**config.mk**
```make
export PLATFORM = sky130hd
export DESIGN_NAME = frogger_game_ctrl
export DESIGN_NICKNAME = d
export VERILOG_FILES = /design/src/rtl/frogger_pkg.sv /design/src/rtl/frame_tick_gen.sv /design/src/rtl/frogger_game_ctrl.sv
export SDC_FILE = /design/constraint.sdc
export NUM_CORES = 1
export LEC_CHECK = 0
export BUFFER_PORTS_ARGS = -buffer_cell sky130_fd_sc_hd__buf_2
export CAP_MARGIN = 15
export CORE_AREA = 2 2 68 70
export CTS_BUF_LIST = sky130_fd_sc_hd__clkbuf_4
export DETAILED_ROUTE_END_ITERATION = 10
export DIE_AREA = 0 0 70 72
export GPL_TIMING_DRIVEN = 0
export PLACE_DENSITY_LB_ADDON = 0.2
export SETUP_SLACK_MARGIN = 0.2
export SYNTH_ARGS = -nofsm -noshare
export SYNTH_HDL_FRONTEND = slang
export SYNTH_HIERARCHICAL = 1
export SYNTH_SLANG_ARGS = --single-unit
```
**constraint.sdc**
```tcl
create_clock -name Clk -period 4.2 [get_ports Clk]
set_input_delay 1.26 -clock Clk [delete_from_list [all_inputs] [get_ports Clk]]
set_output_delay 1.26 -clock Clk [all_outputs]
set_load 0.02 [all_outputs]
```
**src/rtl/frogger_pkg.sv**
```systemverilog
// Shared types and constants for the Frogger game controller and its helpers.
// Holds the game state encoding, hop encoding and USB keycode constants.
package frogger_pkg;

    localparam int SCORE_W = 8;
    localparam int LEVEL_W = 3;
    localparam int CNT_W   = 8;

    typedef enum logic [2:0] {
        ATTRACT   = 3'd0,
        PLAY      = 3'd1,
        DYING     = 3'd2,
        LEVEL_UP  = 3'd3,
        GAME_OVER = 3'd4
    } game_state_t;

    typedef enum logic [2:0] {
        HOP_NONE  = 3'd0,
        HOP_UP    = 3'd1,
        HOP_DOWN  = 3'd2,
        HOP_LEFT  = 3'd3,
        HOP_RIGHT = 3'd4
    } hop_t;

    localparam logic [15:0] KEY_LEFT  = 16'h0050;
    localparam logic [15:0] KEY_RIGHT = 16'h004F;
    localparam logic [15:0] KEY_UP    = 16'h0052;
    localparam logic [15:0] KEY_DOWN  = 16'h0051;
    localparam logic [15:0] KEY_ENTER = 16'h0028;

    function automatic hop_t key_to_hop(input logic [15:0] key);
        case (key)
            KEY_UP:    return HOP_UP;
            KEY_DOWN:  return HOP_DOWN;
            KEY_LEFT:  return HOP_LEFT;
            KEY_RIGHT: return HOP_RIGHT;
            default:   return HOP_NONE;
        endcase
    endfunction

endpackage

```
**src/rtl/frame_tick_gen.sv**
```systemverilog
// Brings raw VGA vsync into the clk domain and emits a one-cycle tick on
// its synchronised falling edge.
module frame_tick_gen (
    input  logic clk,
    input  logic rst_n,
    input  logic vs,
    output logic tick
);

    // [0] and [1] form the synchroniser; [2] is the delayed copy for edge detection.
    logic [2:0] sync_q;

    always_ff @(posedge clk or negedge rst_n) begin
        if (!rst_n) begin
            sync_q <= 3'b000;
        end else begin
            sync_q <= {sync_q[1:0], vs};
        end
    end

    assign tick = sync_q[2] & ~sync_q[1];

endmodule

```
**src/rtl/frogger_game_ctrl.sv**
```systemverilog
// Frogger game sequencer: frame tick, hop pulses, death/goal judging, lives,
// score, level and respawn. Optional per-life countdown under FROGGER_TIMER_EN.
module frogger_game_ctrl
    import frogger_pkg::*;
#(
    parameter int unsigned NUM_LIVES    = 3,
    parameter int unsigned DEATH_FRAMES = 60,
    parameter int unsigned GOAL_Y       = 40,
    parameter int unsigned LEVEL_MAX    = 7
`ifdef FROGGER_TIMER_EN
    , parameter int unsigned TIME_LIMIT = 200
`endif
) (
    input  logic               Clk,
    input  logic               Reset_n,
    input  logic               frame_vs,
    input  logic [15:0]        keycode,
    input  logic [3:0]         Car_Collision,
    input  logic [3:0]         LPad_Collision,
    input  logic               Frog_In_River,
    input  logic [10:0]        Frog_Y,
    output logic               up,
    output logic               down,
    output logic               left,
    output logic               right,
    output logic               Frog_Respawn,
    output logic               Game_Run,
    output logic [1:0]         Lives,
    output logic [SCORE_W-1:0] Score,
    output logic [LEVEL_W-1:0] Level,
    output logic [2:0]         State
`ifdef FROGGER_TIMER_EN
    , output logic [7:0]       Time_Left
`endif
);

    localparam logic [CNT_W-1:0]   CNT_LAST   = CNT_W'(DEATH_FRAMES - 1);
    localparam logic [1:0]         LIVES_INIT = 2'(NUM_LIVES);
    localparam logic [LEVEL_W-1:0] LEVEL_TOP  = LEVEL_W'(LEVEL_MAX);
    localparam logic [10:0]        GOAL_LINE  = 11'(GOAL_Y);

    game_state_t        state_q, state_d;
    logic [1:0]         lives_q, lives_d;
    logic [SCORE_W-1:0] score_q, score_d;
    logic [LEVEL_W-1:0] level_q, level_d;
    logic [CNT_W-1:0]   cnt_q, cnt_d;
    logic               latch_q, latch_d;
    hop_t               armed_q, armed_d;
    hop_t               key_hop;
    logic               tick;
    logic               respawn;
    logic               death;
    logic               goal;
    logic               time_out;
    logic               hop_fire;

    frame_tick_gen u_tick (
        .clk   (Clk),
        .rst_n (Reset_n),
        .vs    (frame_vs),
        .tick  (tick)
    );

`ifdef FROGGER_TIMER_EN
    logic [7:0] time_q, time_d;

    // A frog on its last frame of time dies on this tick, like a collision.
    assign time_out = (time_q <= 8'd1);

    always_comb begin
        time_d = time_q;
        if (respawn) begin
            time_d = 8'(TIME_LIMIT);
        end else if (tick && (state_q == PLAY) && (time_q != 8'd0)) begin
            time_d = time_q - 8'd1;
        end
    end

    always_ff @(posedge Clk or negedge Reset_n) begin
        if (!Reset_n) begin
            time_q <= 8'd0;
        end else begin
            time_q <= time_d;
        end
    end

    assign Time_Left = time_q;
`else
    assign time_out = 1'b0;
`endif

    assign death = (|Car_Collision) || (Frog_In_River && (LPad_Collision == 4'd0)) || time_out;
    assign goal  = (Frog_Y <= GOAL_LINE);

    always_comb begin
        state_d = state_q;
        lives_d = lives_q;
        score_d = score_q;
        level_d = level_q;
        cnt_d   = cnt_q;
        respawn = 1'b0;
        case (state_q)
            ATTRACT, GAME_OVER: begin
                if (tick && (keycode == KEY_ENTER)) begin
                    state_d = PLAY;
                    lives_d = LIVES_INIT;
                    score_d = '0;
                    level_d = '0;
                    respawn = 1'b1;
                end
            end
            PLAY: begin
                // Death outranks a goal on the same tick.
                if (tick && death) begin
                    state_d = DYING;
                    lives_d = (lives_q != 2'd0) ? lives_q - 2'd1 : lives_q;
                    cnt_d   = '0;
                end else if (tick && goal) begin
                    state_d = LEVEL_UP;
                    score_d = (&score_q) ? score_q : score_q + 1'b1;
                    level_d = (level_q >= LEVEL_TOP) ? level_q : level_q + 1'b1;
                    cnt_d   = '0;
                end
            end
            DYING: begin
                if (tick) begin
                    if (cnt_q == CNT_LAST) begin
                        if (lives_q == 2'd0) begin
                            state_d = GAME_OVER;
                        end else begin
                            state_d = PLAY;
                            respawn = 1'b1;
                        end
                    end else begin
                        cnt_d = cnt_q + 1'b1;
                    end
                end
            end
            LEVEL_UP: begin
                if (tick) begin
                    if (cnt_q == CNT_LAST) begin
                        state_d = PLAY;
                        respawn = 1'b1;
                    end else begin
                        cnt_d = cnt_q + 1'b1;
                    end
                end
            end
            default: state_d = ATTRACT;
        endcase
    end

    assign key_hop = key_to_hop(keycode);

    // An armed hop lives until the next tick; a key seen on a tick arms the following one.
    always_comb begin
        latch_d = latch_q;
        armed_d = tick ? HOP_NONE : armed_q;
        if (keycode == 16'd0) begin
            latch_d = 1'b0;
        end else if (!latch_q) begin
            latch_d = 1'b1;
            if (key_hop != HOP_NONE) begin
                armed_d = key_hop;
            end
        end
    end

    always_ff @(posedge Clk or negedge Reset_n) begin
        if (!Reset_n) begin
            state_q <= ATTRACT;
            lives_q <= LIVES_INIT;
            score_q <= '0;
            level_q <= '0;
            cnt_q   <= '0;
            latch_q <= 1'b0;
            armed_q <= HOP_NONE;
        end else begin
            state_q <= state_d;
            lives_q <= lives_d;
            score_q <= score_d;
            level_q <= level_d;
            cnt_q   <= cnt_d;
            latch_q <= latch_d;
            armed_q <= armed_d;
        end
    end

    // All pulses are single-cycle and qualified by the frame tick; respawn masks hops.
    assign hop_fire     = tick && (state_q == PLAY) && !respawn;
    assign up           = hop_fire && (armed_q == HOP_UP);
    assign down         = hop_fire && (armed_q == HOP_DOWN);
    assign left         = hop_fire && (armed_q == HOP_LEFT);
    assign right        = hop_fire && (armed_q == HOP_RIGHT);
    assign Frog_Respawn = respawn;
    assign Game_Run     = (state_q == PLAY);
    assign Lives        = lives_q;
    assign Score        = score_q;
    assign Level        = level_q;
    assign State        = state_q;

endmodule

```
# Word level (Yosys, flattened, before mapping)
# Cells that the tools add are included.
dict set report word_totals {
  input_bits 39
  register_bits 31
}
dict set report op_classes {
  mux 41
  addsub 4
  n_eq_ne 28
  n_bitwise 2
  reduce_logical 29
  order_cmp 2
}
# op count
set ops {}
lappend ops {{16-bit by 7-bit == test with 1-bit output (second input constant)} 4}
lappend ops {{8-bit two-way mux} 8}
lappend ops {{3-bit two-way mux} 16}
lappend ops {{8-bit case mux with 2 select lines} 2}
lappend ops {{3-bit case mux with 4 select lines} 2}
lappend ops {{2-bit != test (second input constant)} 9}
lappend ops {{8-bit by 1-bit adder with 8-bit output (second input constant)} 2}
lappend ops {{16-bit by 6-bit == test with 1-bit output (second input constant)} 1}
lappend ops {{16-bit zero test} 1}
lappend ops {{3-bit by 2-bit == test with 1-bit output (second input constant)} 4}
lappend ops {{11-bit by 6-bit <= comparator with 1-bit output (second input constant)} 1}
lappend ops {{1-bit logical AND} 10}
lappend ops {{5-bit AND reduction} 2}
lappend ops {{8-bit by 6-bit == test with 1-bit output (second input constant)} 1}
lappend ops {{2-bit by 1-bit != test with 1-bit output (second input constant)} 4}
lappend ops {{4-bit AND reduction} 2}
lappend ops {{8-bit AND reduction} 1}
lappend ops {{1-bit two-way mux} 7}
lappend ops {{3-bit by 1-bit == test with 1-bit output (second input constant)} 2}
lappend ops {{3-bit == test (second input constant)} 2}
lappend ops {{2-bit two-way mux} 3}
lappend ops {{3-bit case mux with 2 select lines} 1}
lappend ops {{6-bit AND reduction} 1}
lappend ops {{2-bit nonzero test} 3}
lappend ops {{other kinds (16)} 17}

# Depth between registers and ports, before layout
dict set report depth {
  ltp_word 8
  ltp_mapped 7
  ltp_nobuf 6
}

# Cells and area by module
# Netlist, hierarchy kept.
# mod area_each_um2 cells_per_inst n_inst
set by_module_without_submodules {}
lappend by_module_without_submodules {frogger_game_ctrl 1784.2 197 1}
lappend by_module_without_submodules {frame_tick_gen 88.8 4 1}

# Worst setup path after synthesis
# Ideal clock, no wire load.
dict set report synth_timing {
  path_kind {input to output}
  start {input port keycode[9]}
  end {output port Frog_Respawn}
  stages 5
  path_slack_ns 0.102
  n_path_buf 0
  arrival_time_ns 2.838
  path_cell_list {or4_1 -> or3_1 -> nor3_1 -> and2_1 -> o21bai_1}
}
dict set report synth_via {
  elab_chain_cells 4
}
# item line
set synth_rtl {}
lappend synth_rtl {{from (decl)} frogger_game_ctrl.sv:17} ;# input logic [15:0] keycode,
lappend synth_rtl {{16-bit by 6-bit == test with 1-bit output} frogger_game_ctrl.sv:104} ;# if (tick && (keycode == KEY_ENTER)) begin
lappend synth_rtl {{1-bit logical AND} frogger_game_ctrl.sv:104}
lappend synth_rtl {{1-bit two-way mux} frogger_game_ctrl.sv:104}
lappend synth_rtl {{1-bit case mux with 3 select lines} frogger_game_ctrl.sv:102} ;# case (state_q)
lappend synth_rtl {{to (decl)} frogger_game_ctrl.sv:26} ;# output logic Frog_Respawn,
# No other way between the ends.

# Final worst setup path
dict set report layout_timing {
  start {input port keycode[14]}
  end {output port Frog_Respawn}
}
# The elaborated chain is that of the path after synthesis.

==> impl_summary.md <==
Logic synthesis
A synthesized cell averages 9.32 um2. The synthesized cell area is 0.00187 mm2. Counting flops and latches in the post-synthesis netlist gives 31. Among all cell types in the netlist, the one instantiated most often is dfrtp_1. Counting flops with an async set or reset pin after synthesis yields a share of 100%. Yosys mapped a number of flops with a built-in enable equal to 0. For this run, the register share of the synthesized area comes to 41.5%. The number of warning messages in the yosys log is 6. Synthesis produced about 200 cells. The number of nets in the synthesized netlist is 245. The count of different cell masters after synthesis is 50.

By count the netlist is led by 29 x dfrtp_1, 21 x nand2_1, 15 x a21oi_1. Ranked by total cell area, the synthesized netlist is headed by dfrtp_1 39%, nand2_1 4.2%, a21oi_1 4.0%. The cell accounting for the most synthesized area is dfrtp_1. Among all flip-flop cells after synthesis, the most frequent one is dfrtp_1. The share of synthesized area in the top cell type comes to just under 40%.

Critical path
The cell repeated most along the worst path is buf_6. The startpoint of the lowest-slack register-to-register path is u_tick/sync_q[1]$_DFF_PN0_. Walking the worst path, the cells encountered are buf_6 > or4_4 > or3_4 > nor3_4 > and2_4 > o21bai_4 > buf_6. The kind of cell with the highest combined delay along the critical path is simple AND/OR/NAND/NOR gates. The critical path runs through a total of 7 cells.

The setup slack of the most critical reg-to-reg path is 1.77 ns. The worst setup path is captured at a primary output. In this design, the stage delay of the slowest critical-path cell is 0.53 ns. The required arrival time at the worst endpoint is 2.94 ns. On the critical path, the stage with the largest delay is an instance of or4_4. The nature of the critical path startpoint is an input port. In this run the worst path has a maximum fanout of 2. Measured in cells, the most critical reg-to-reg path has a length of 7. The critical path is of the input port to primary output type. For the worst setup path, the data arrival time is between 2 and 3 ns. Together, buffers and inverters on the worst path number 2. The endpoint identified for the worst register-to-register timing path is Level[0]$_DFFE_PN0P_.

GRT
The total routing resource utilization after global routing is 18.4%. After global routing the overflow that remains totals 0. The number of global-route vias before repair is 1753. The initial antenna violation count is 0. The pin count of the biggest net entering global routing is 32.

The wire length of the first global-routing pass is 7.51 mm.

CTS
The total clock sinks is 31. TritonCTS built the clock tree. At the later pin of the worst-skew pair, clock insertion delay measures about 0.33 ns.

The H-tree was split into 2 levels. The CTS root buffer is clkbuf_4. The number of buffers inserted by hold repair at cts is 0. The longest clock path from root to sink contains 2 buffers.

The clock slew at the register clock pins of the worst setup and hold paths is 0.10 ns. Clock tree synthesis inserted a total of 5 buffers.

Timing
The number of failing hold endpoints at the final stage is 0. At the pin with the least slew margin, the transition time is roughly 0.7 ns. Setup repair after global routing could not meet its margin everywhere.

Final hold analysis gives a worst-case slack of approximately 0.36 ns. Timing would allow up to between 0.2 and 0.25 GHz. The count of endpoints failing setup in the final report is 0. The relative slew slack is a little over half. The final number of max-transition violations is 0.

The worst clock skew on the final layout is between 0.01 and 0.015 ns. The fraction of the cycle the final worst path needs is between 90% and 100%. The clock period minus final worst setup slack is 4.14 ns.

Power and ir drop
In this run switching power makes up 40.7% of total power. The highest ir drop seen on vdd is 0.243 mV. The share of total power dissipated in sequential elements is 45.5%. The total leakage power is approximately 1.1 nW. The internal portion of total power is 0.619 mW. Combinational logic burns 38.8% of the power.

Power comes to 1.04 mW. The power per cell area is ~440 mW/mm2. The clock network power share is between 15 and 20%.

The reported net switching power is 0.425 mW.

Die
The core region is between 0.004 and 0.005 mm2. Once the floorplan was initialized, standard cells occupied 43.9% of the core. The full die area is 0.00504 mm2. 61 I/O pins were placed. The floorplan step set the die width to 70 um.

The row count is 24. The die span in y is 72 um.

Cells and area
The multi-input combinational cells in the finished layout cover a total of 0.00107 mm2. The post-route netlist has 31.3% of its cells at a drive strength greater than 1. For this run, the share of the core covered by cells in the final layout is 55.4%. The number of inserted diodes is 0. The final layout net count is 315.

The final instance area is 0.00236 mm2. After filler insertion, the fill cell instance count of the layout stands at between 400 and 500. The sequential standard cell area is 778 um2. From synthesis to final layout, the design area changed by 26.2%.

Placement
Summed over all nets, the half-perimeter wirelength after detailed placement is 3.42 mm. After detailed placement, the total cell area comes to 0.00225 mm2. Port buffering added 60 buffers. Routability-driven placement finished with a final weighted congestion of 0.843.

Job
Max-cap violations in this run came to 0.

Routing
The post-detailed-routing wire length is 4.40 mm. Dividing the detail-routed via count by the number of cells gives 5.58. The remaining antenna violation count after routing is 0. After detailed routing, the number of remaining DRC violations is 0. The overall via count from detail_route is 1808.

The DRC violation total after the first TritonRoute iteration is 133. Before antenna repair, the detailed router went through 4 iterations. Dividing the detail-routed wire length by the instance count gives approximately 14 um.

Worst hold path
The worst-case hold path end point is u_tick/sync_q[1]$_DFF_PN0_. The kind of path behind the tightest hold check is flip-flop to flip-flop. The worst hold path begins at u_tick/sync_q[0]$_DFF_PN0_. Counting instances, the worst hold path has a depth of 0.

Run status
The flow ran to the end, and the final reports show no timing, DRC or antenna violations.
## worst max-delay path by stage
stage,startpoint,to,slack [ns]
after floorplan,keycode[9],Frog_Respawn,0.23
after global placement,keycode[9],Frog_Respawn,-0.12
after detailed placement,keycode[9],Frog_Respawn,-0.13
after CTS,keycode[14],Frog_Respawn,0.09
after global routing,keycode[14],Frog_Respawn,0.005
final,keycode[14],Frog_Respawn,0.06
## worst register-to-register path, cell delays in order (launching register included)
cell	delay [ns]
dfrtp_1	0.41
nor2b_4	0.19
clkbuf_1	0.39
nand4b_1	0.27
nor4_1	0.33
and2_1	0.23
o22ai_1	0.15
mux2_1	0.34
## state kept, by name, summed over array words and instances (netlist names)
name	cells
cnt_q	8
u_tick/sync_q	3
Level	3
Score	8
Lives	2
armed_q	3
State	3
latch_q	1
## per-stage QoR
stage	TNS (ns)	setup slack, ns	std cells
after CTS	0	0.0938	324
after global routing	0	0.00467	324
after detailed placement	-0.126	-0.126	313
final	0	0.0574	324
after floorplan	0	0.227	201
after global placement	-0.118	-0.118	313
## final cells by class
class | count | share of cell area [%]
multi-input combinational | 156 | 45.5
clock inverter | 2 | 0.318
clock buffer | 6 | 1.91
inverter | 11 | 1.80
buffer | 3 | 0.635
sequential | 31 | 32.9
timing repair buffer | 63 | 14.2
tap | 52 | 2.75
## per-layer routing
layer  track usage [%]  vias to the layer above  wire length (um)  part of all wire, %
met5                 0                        -                 0                    0
met4              6.41                        0                65                  1.5
met3              3.75                        7               179                  4.1
met2              34.2                       41              2380                   54
met1              21.1                      870              1780                   40
li1                  -                      890                 -                    -
## cell usage in the layout (no fill, tap or decap), types with 3 or more instances in the layout
master	n
buf_2	58
dfrtp_1	29
nand2_1	21
a21oi_1	15
nor2_1	11
inv_1	10
nor4_1	6
nand3_1	6
o21ai_0	6
clkbuf_4	6
nand2b_1	5
and3_1	5
or3_1	5
o21ai_1	5
ha_1	5
buf_4	4
nor3_1	4
nor4b_1	4
nand4b_1	4
o21a_1	4
mux2i_1	4
or4_1	3
nor2b_1	3
nand3b_1	3
o31ai_1	3
a31oi_1	3
## kinds of logic after synthesis
family / count (synthesis) / share of synthesized area, %
flip-flops: 31 / 41.5
multiplexers: 7 / 3.94
adder cells (fa/ha/maj): 5 / 3.34
buffers and inverters: 14 / 3.07
AO/OA/AOI/OAI: 50 / 19.0
AND/OR/NAND/NOR: 94 / 29.1
## what timing repair did
action	in CTS	in global routing
cloned	0	0
endpoints found under the setup margin	1	1
pin swaps	4	1
buffers inserted	3	0
resized for setup	6	2
## power by group through the flow
stage	clock, mW	combinational (mW)	sequential (mW)
floorplan	0	0.227	0.517
CTS	0.171	0.409	0.475
global placement	0	0.397	0.480
detailed placement	0	0.405	0.480
global route	0.181	0.462	0.489
finish	0.163	0.405	0.476
No activity file was read; power rests on OpenSTA's default activity.
